File: src/rtl/hdr_pkg.sv
// rtl/hdr_pkg.sv - shared types and widths for the SPI track loader
package hdr_pkg;

  localparam int PACKET_SIZE = 24;
  localparam int PERIOD_W    = 16;
  localparam int AMP_W       = 8;

  typedef struct packed {
    logic [PERIOD_W-1:0] period;
    logic [AMP_W-1:0]    amp;
  } track_cfg_t;

  typedef enum logic [1:0] {
    IDLE   = 2'd0,
    SHIFT  = 2'd1,
    COMMIT = 2'd2
  } state_t;

endpackage

File: src/rtl/sync2.sv
// rtl/sync2.sv - two-flop synchroniser for an asynchronous single-bit input
module sync2 #(
  parameter logic RESET_VAL = 1'b0
) (
  input  logic clk,
  input  logic reset,
  input  logic d_i,
  output logic q_o
);

  logic meta_q;
  logic sync_q;

  always_ff @(posedge clk) begin
    if (!reset) begin
      meta_q <= RESET_VAL;
      sync_q <= RESET_VAL;
    end else begin
      meta_q <= d_i;
      sync_q <= meta_q;
    end
  end

  assign q_o = sync_q;

endmodule

File: src/rtl/spi_track_loader.sv
// rtl/spi_track_loader.sv - SPI slave that shifts in a frame of track packets and commits them atomically
module spi_track_loader #(
  parameter int NUM_INPUTS  = 1,
  parameter int PACKET_SIZE = hdr_pkg::PACKET_SIZE
) (
  input  logic                                 clk,
  input  logic                                 reset,
  input  logic                                 cs,
  input  logic                                 sck,
  input  logic                                 sdi,
  output logic [hdr_pkg::PERIOD_W*NUM_INPUTS-1:0] period,
  output logic [hdr_pkg::AMP_W*NUM_INPUTS-1:0]    amp,
  output logic                                 update,
  output logic                                 frame_err
);

  import hdr_pkg::PERIOD_W;
  import hdr_pkg::AMP_W;
  import hdr_pkg::track_cfg_t;
  import hdr_pkg::state_t;
  import hdr_pkg::IDLE;
  import hdr_pkg::SHIFT;
  import hdr_pkg::COMMIT;

  localparam int N     = PACKET_SIZE * NUM_INPUTS;
  localparam int CNT_W = $clog2(N + 2);
  localparam logic [CNT_W-1:0] CNT_FULL = CNT_W'(N);
  localparam logic [CNT_W-1:0] CNT_SAT  = CNT_W'(N + 1);

  logic cs_s, sck_s, sdi_s;
  logic cs_prev_q, sck_prev_q;
  logic cs_rise, cs_fall, sck_rise;

  state_t           state_q, state_d;
  logic [CNT_W-1:0] cnt_q, cnt_d;
  logic [N-1:0]     shadow_q, shadow_d;
  logic             update_q, update_d;
  logic             err_q, err_d;
  logic             load_en;
  track_cfg_t       cfg_q [NUM_INPUTS];

  sync2 #(.RESET_VAL(1'b0)) u_sync_cs  (.clk(clk), .reset(reset), .d_i(cs),  .q_o(cs_s));
  sync2 #(.RESET_VAL(1'b0)) u_sync_sck (.clk(clk), .reset(reset), .d_i(sck), .q_o(sck_s));
  sync2 #(.RESET_VAL(1'b0)) u_sync_sdi (.clk(clk), .reset(reset), .d_i(sdi), .q_o(sdi_s));

  always_ff @(posedge clk) begin
    if (!reset) begin
      cs_prev_q  <= 1'b0;
      sck_prev_q <= 1'b0;
    end else begin
      cs_prev_q  <= cs_s;
      sck_prev_q <= sck_s;
    end
  end

  assign cs_rise  = cs_s & ~cs_prev_q;
  assign cs_fall  = ~cs_s & cs_prev_q;
  assign sck_rise = sck_s & ~sck_prev_q;

  always_comb begin
    state_d  = state_q;
    cnt_d    = cnt_q;
    shadow_d = shadow_q;
    update_d = 1'b0;
    err_d    = 1'b0;
    load_en  = 1'b0;
    case (state_q)
      IDLE: begin
        if (cs_rise) begin
          cnt_d    = '0;
          shadow_d = '0;
          state_d  = SHIFT;
        end
      end
      SHIFT: begin
        // A bit arriving with the cs fall still belongs to this frame.
        if (sck_rise) begin
          shadow_d = {shadow_q[N-2:0], sdi_s};
          if (cnt_q != CNT_SAT) begin
            cnt_d = cnt_q + CNT_W'(1);
          end
        end
        if (cs_fall) begin
          state_d = COMMIT;
        end
      end
      COMMIT: begin
        if (cnt_q == CNT_FULL) begin
          update_d = 1'b1;
          load_en  = 1'b1;
        end else begin
          err_d = 1'b1;
        end
        state_d = IDLE;
      end
      default: state_d = IDLE;
    endcase
  end

  // Packet k sits at shadow[k*PACKET_SIZE +: PACKET_SIZE]; the first track sent lands highest.
  always_ff @(posedge clk) begin
    if (!reset) begin
      state_q  <= IDLE;
      cnt_q    <= '0;
      shadow_q <= '0;
      update_q <= 1'b0;
      err_q    <= 1'b0;
      for (int k = 0; k < NUM_INPUTS; k++) begin
        cfg_q[k] <= '0;
      end
    end else begin
      state_q  <= state_d;
      cnt_q    <= cnt_d;
      shadow_q <= shadow_d;
      update_q <= update_d;
      err_q    <= err_d;
      if (load_en) begin
        for (int k = 0; k < NUM_INPUTS; k++) begin
          cfg_q[k].period <= shadow_q[k*PACKET_SIZE + AMP_W +: PERIOD_W];
          cfg_q[k].amp    <= shadow_q[k*PACKET_SIZE +: AMP_W];
        end
      end
    end
  end

  for (genvar k = 0; k < NUM_INPUTS; k++) begin : g_out
    assign period[k*PERIOD_W +: PERIOD_W] = cfg_q[k].period;
    assign amp[k*AMP_W +: AMP_W]          = cfg_q[k].amp;
  end

  assign update    = update_q;
  assign frame_err = err_q;

endmodule
File: config.mk
export PLATFORM = sky130hd
export DESIGN_NAME = spi_track_loader
export DESIGN_NICKNAME = d
export VERILOG_FILES = /design/src/rtl/hdr_pkg.sv /design/src/rtl/sync2.sv /design/src/rtl/spi_track_loader.sv
export SDC_FILE = /design/constraint.sdc
export NUM_CORES = 1
export LEC_CHECK = 0
export ABC_AREA = 1
export BUFFER_PORTS_ARGS = -buffer_cell sky130_fd_sc_hd__buf_2
export CAP_MARGIN = 30
export CORE_MARGIN = 10
export CORE_UTILIZATION = 45
export CTS_CLUSTER_DIAMETER = 50
export CTS_CLUSTER_SIZE = 20
export DETAILED_ROUTE_END_ITERATION = 10
export GPL_TIMING_DRIVEN = 0
export SLEW_MARGIN = 30
export SYNTH_ARGS = -nofsm -noshare
export SYNTH_HDL_FRONTEND = slang
export SYNTH_SLANG_ARGS = --single-unit
File: constraint.sdc
create_clock -name clk -period 9.26 [get_ports clk]
set_input_delay 2.315 -clock clk [delete_from_list [all_inputs] [get_ports clk]]
set_output_delay 2.315 -clock clk [all_outputs]
set_load 0.02 [all_outputs]
==> flow_metrics.env <==
export IMPL_syn_avg_cell_area_um2=9.15
export IMPL_fmax_ghz=0.304
export IMPL_port_buffer_count=30
export IMPL_cts_hold_buffers=0
export IMPL_firstDrtPassIters=4
export IMPL_yosys_area_top_type_share_pct=31.5
export IMPL_end_kind="register"
export IMPL_rr_startpoint="cnt_q[3]$_SDFFE_PN0P_"
export IMPL_numCtsBuffers=9
export IMPL_io_pin_count=31
export IMPL_yosysWarningCount=0
export IMPL_insertion_delay_ns=0.33
export IMPL_via_count=1853
export IMPL_rsz0062_at_grt="no"
export IMPL_dp_cells=388
export IMPL_relSlewSlack_pct=59.8
export IMPL_worstPathArrival_ns=3.38
export IMPL_ff_latch_area_um2=1540
export IMPL_drc=0
export IMPL_synthCells=285
export IMPL_hold_viol_final=0
export IMPL_peakVddDrop_uv=102
export IMPL_path_clk_slew_ns=0.06
export IMPL_final_nets=335
export IMPL_min_from="u_sync_sck.meta_q$_SDFF_PN0_"
export IMPL_syn_to_final_growth_pct=17.3
export IMPL_drv_slew=0
export IMPL_min_path_type="register to register"
export IMPL_num_rows=27
export IMPL_initial_utilization_pct=46.8
export IMPL_fin_tns_setup_ns=0
export IMPL_wl_per_cell_um=11.6
export IMPL_synth_area_top_cells="dfxtp_1 31%, edfxtp_1 28%, nor2_1 8.5%, a21oi_2 6.7%, inv_1 6.5%"
export IMPL_start_kind="input pin"
export IMPL_synth_nets=293
export IMPL_synth_largest_area_cell="dfxtp_1"
export IMPL_grt_pass1_wl_um=8200
export IMPL_root_buffer="clkbuf_8"
export IMPL_final_cell_count_no_fill=403
export IMPL_drive_gt1_share_pct=24.5
export IMPL_die_y_um=96.1
export IMPL_antenna_found_initial=0
export IMPL_rrSetupSlack_ns=7.42
export IMPL_tritoncts="yes"
export IMPL_p_leak_nw=1.28
export IMPL_post_route_util_pct=54.9
export IMPL_drtIter0Drc=57
export IMPL_gp_congestion=0.751
export IMPL_track_usage_pct=11.3
export IMPL_pwr_density_cell_nw_per_um2=192
export IMPL_fin_crit_sh_pct=35.5
export IMPL_drt_vias_per_instance=4.60
export IMPL_cts_resized=0
export IMPL_critical_path_max_fanout=14
export IMPL_routed_wl_um=4670
export IMPL_crit_start="reset"
export IMPL_setup_viol=0
export IMPL_final_antenna_net_count=0
export IMPL_grt_max_degree=15
export IMPL_crit_type="input pin to register"
export IMPL_cp_required_ns=9.35
export IMPL_die_area_um2=9240
export IMPL_max_slew_worst_pin_slew_ns=0.602
export IMPL_cts_buffer_depth=2
export IMPL_cts_sinks=65
export IMPL_grt_pass1_vias=1807
export IMPL_grt_ovfl_total=0
export IMPL_synth_cell_type_count=23
export IMPL_syn_area_um2=2610
export IMPL_ys_seq_elements=65
export IMPL_die_w_um=96.1
export IMPL_multiInputGateArea_um2=803
export IMPL_status="completed"
export IMPL_seq_area_frac_synth_pct=59.1
export IMPL_dp_hpwl_um=3220
export IMPL_final_setup_skew_ns=0.00395
export IMPL_cts_setup_buffers=0
export IMPL_period_needed_ns=3.28
export IMPL_nFillCells=522
export IMPL_core_um2=5570
export IMPL_htree_levels=3
export IMPL_drv_cap=0
export IMPL_antennaDiodeCount=0
## logic make-up after synthesis
| group | synth area share [%] |
|---|---|
| AND/OR/NAND/NOR | 14.9 |
| flip-flops | 59.1 |
| buffers and inverters | 10.6 |
| AO/OA/AOI/OAI | 13.9 |
| adder cells (fa/ha/maj) | 1.44 |
## sequential cells by signal (all words and copies together), names as in the netlist
| register | flops |
|---|---|
| cfg_q | 24 |
| shadow_q | 24 |
| cnt_q | 5 |
| state_q | 2 |
| cs_prev_q | 1 |
| frame_err | 1 |
| sck_prev_q | 1 |
| u_sync_cs.meta_q | 1 |
| u_sync_cs.q_o | 1 |
| u_sync_sck.meta_q | 1 |
| u_sync_sck.q_o | 1 |
| u_sync_sdi.meta_q | 1 |
| u_sync_sdi.q_o | 1 |
| update | 1 |
## synth_stat cells, drive strengths merged
cell and number:
nor2 61, inv 48, dfxtp 41, a21oi 30
nand2 29, o21ai 26, edfxtp 24, buf 9
clkbuf 5, nand3 5, ha 3, nand4 2
nor4 1, o31ai 1
## critical path, stage by stage
cell and delay [ns]:
buf_2 0.13, clkbuf_1 0.41, o31ai_4 0.27, buf_6 0.23
## cell type report
type	count	area share, %
inverters	48	5.97
clock inverters	4	1.43
flip-flops and latches	65	50.4
plain buffers	14	3.11
clock buffers	11	4.62
multi-input cells	158	26.3
well taps	72	2.94
repair buffers	31	5.28
## per-layer routing
metal / GRT usage (%) / up-vias / wire, um
met1: 13.2 / 830 / 2170
met2: 17.6 / 30 / 2170
li1: - / 985 / -
met4: 7.74 / 0 / 76
met5: 0 / - / 0
met3: 3.27 / 8 / 263
## stage by stage
step	hold slack, ns	cell area, um2	setup WS [ns]	total power [mW]
after floorplan	0.390	2610	5.73	0.353
after global placement	0.392	2850	5.10	0.364
after detailed placement	0.397	2870	5.60	0.366
after CTS	0.412	3060	5.95	0.592
after global routing	0.431	3060	5.84	0.612
final	0.411	3060	5.98	0.587
## path summary, 6_finish.rpt
| path | to | cells after the start |
|---|---|---|
| worst max-delay path | cfg_q[0][3]$_SDFFCE_PN0P_ | 4 |
| worst min-delay path | u_sync_sck.q_o$_SDFF_PN0_ | 2 |
| worst max register to register | cfg_q[0][3]$_SDFFCE_PN0P_ | 5 |
| worst min register to register | u_sync_sck.q_o$_SDFF_PN0_ | 2 |
## placed cells by master, fill, tap and decap left out
cell / synthesis / layout
nand2_2: 1 / 1
buf_4: 2 / 2
clkinv_1: 0 / 1
nand2_1: 28 / 28
clkbuf_1: 4 / 5
inv_1: 45 / 45
nor2_1: 59 / 59
a21oi_2: 20 / 20
buf_2: 3 / 33
nor4_1: 1 / 1
clkbuf_2: 1 / 1
inv_4: 1 / 1
a21oi_1: 10 / 10
ha_1: 3 / 3
inv_2: 2 / 2
dfxtp_1: 41 / 41
nor2_2: 2 / 2
o31ai_4: 0 / 1
o21ai_0: 25 / 25
clkinv_2: 0 / 2
buf_6: 4 / 5
nand3_1: 5 / 5
nand4_1: 2 / 2
bufinv_16: 0 / 1
clkbuf_8: 0 / 10
edfxtp_1: 24 / 24
o21ai_1: 1 / 1
## power breakdown
part / switching, mW / internal (mW) / total, mW
logic: 0.0284 / 0.0154 / 0.0438
registers: 0.00751 / 0.308 / 0.315
clock network: 0.0993 / 0.128 / 0.228
total: 0.135 / 0.452 / 0.587
No activity file was read; power rests on OpenSTA's default activity.
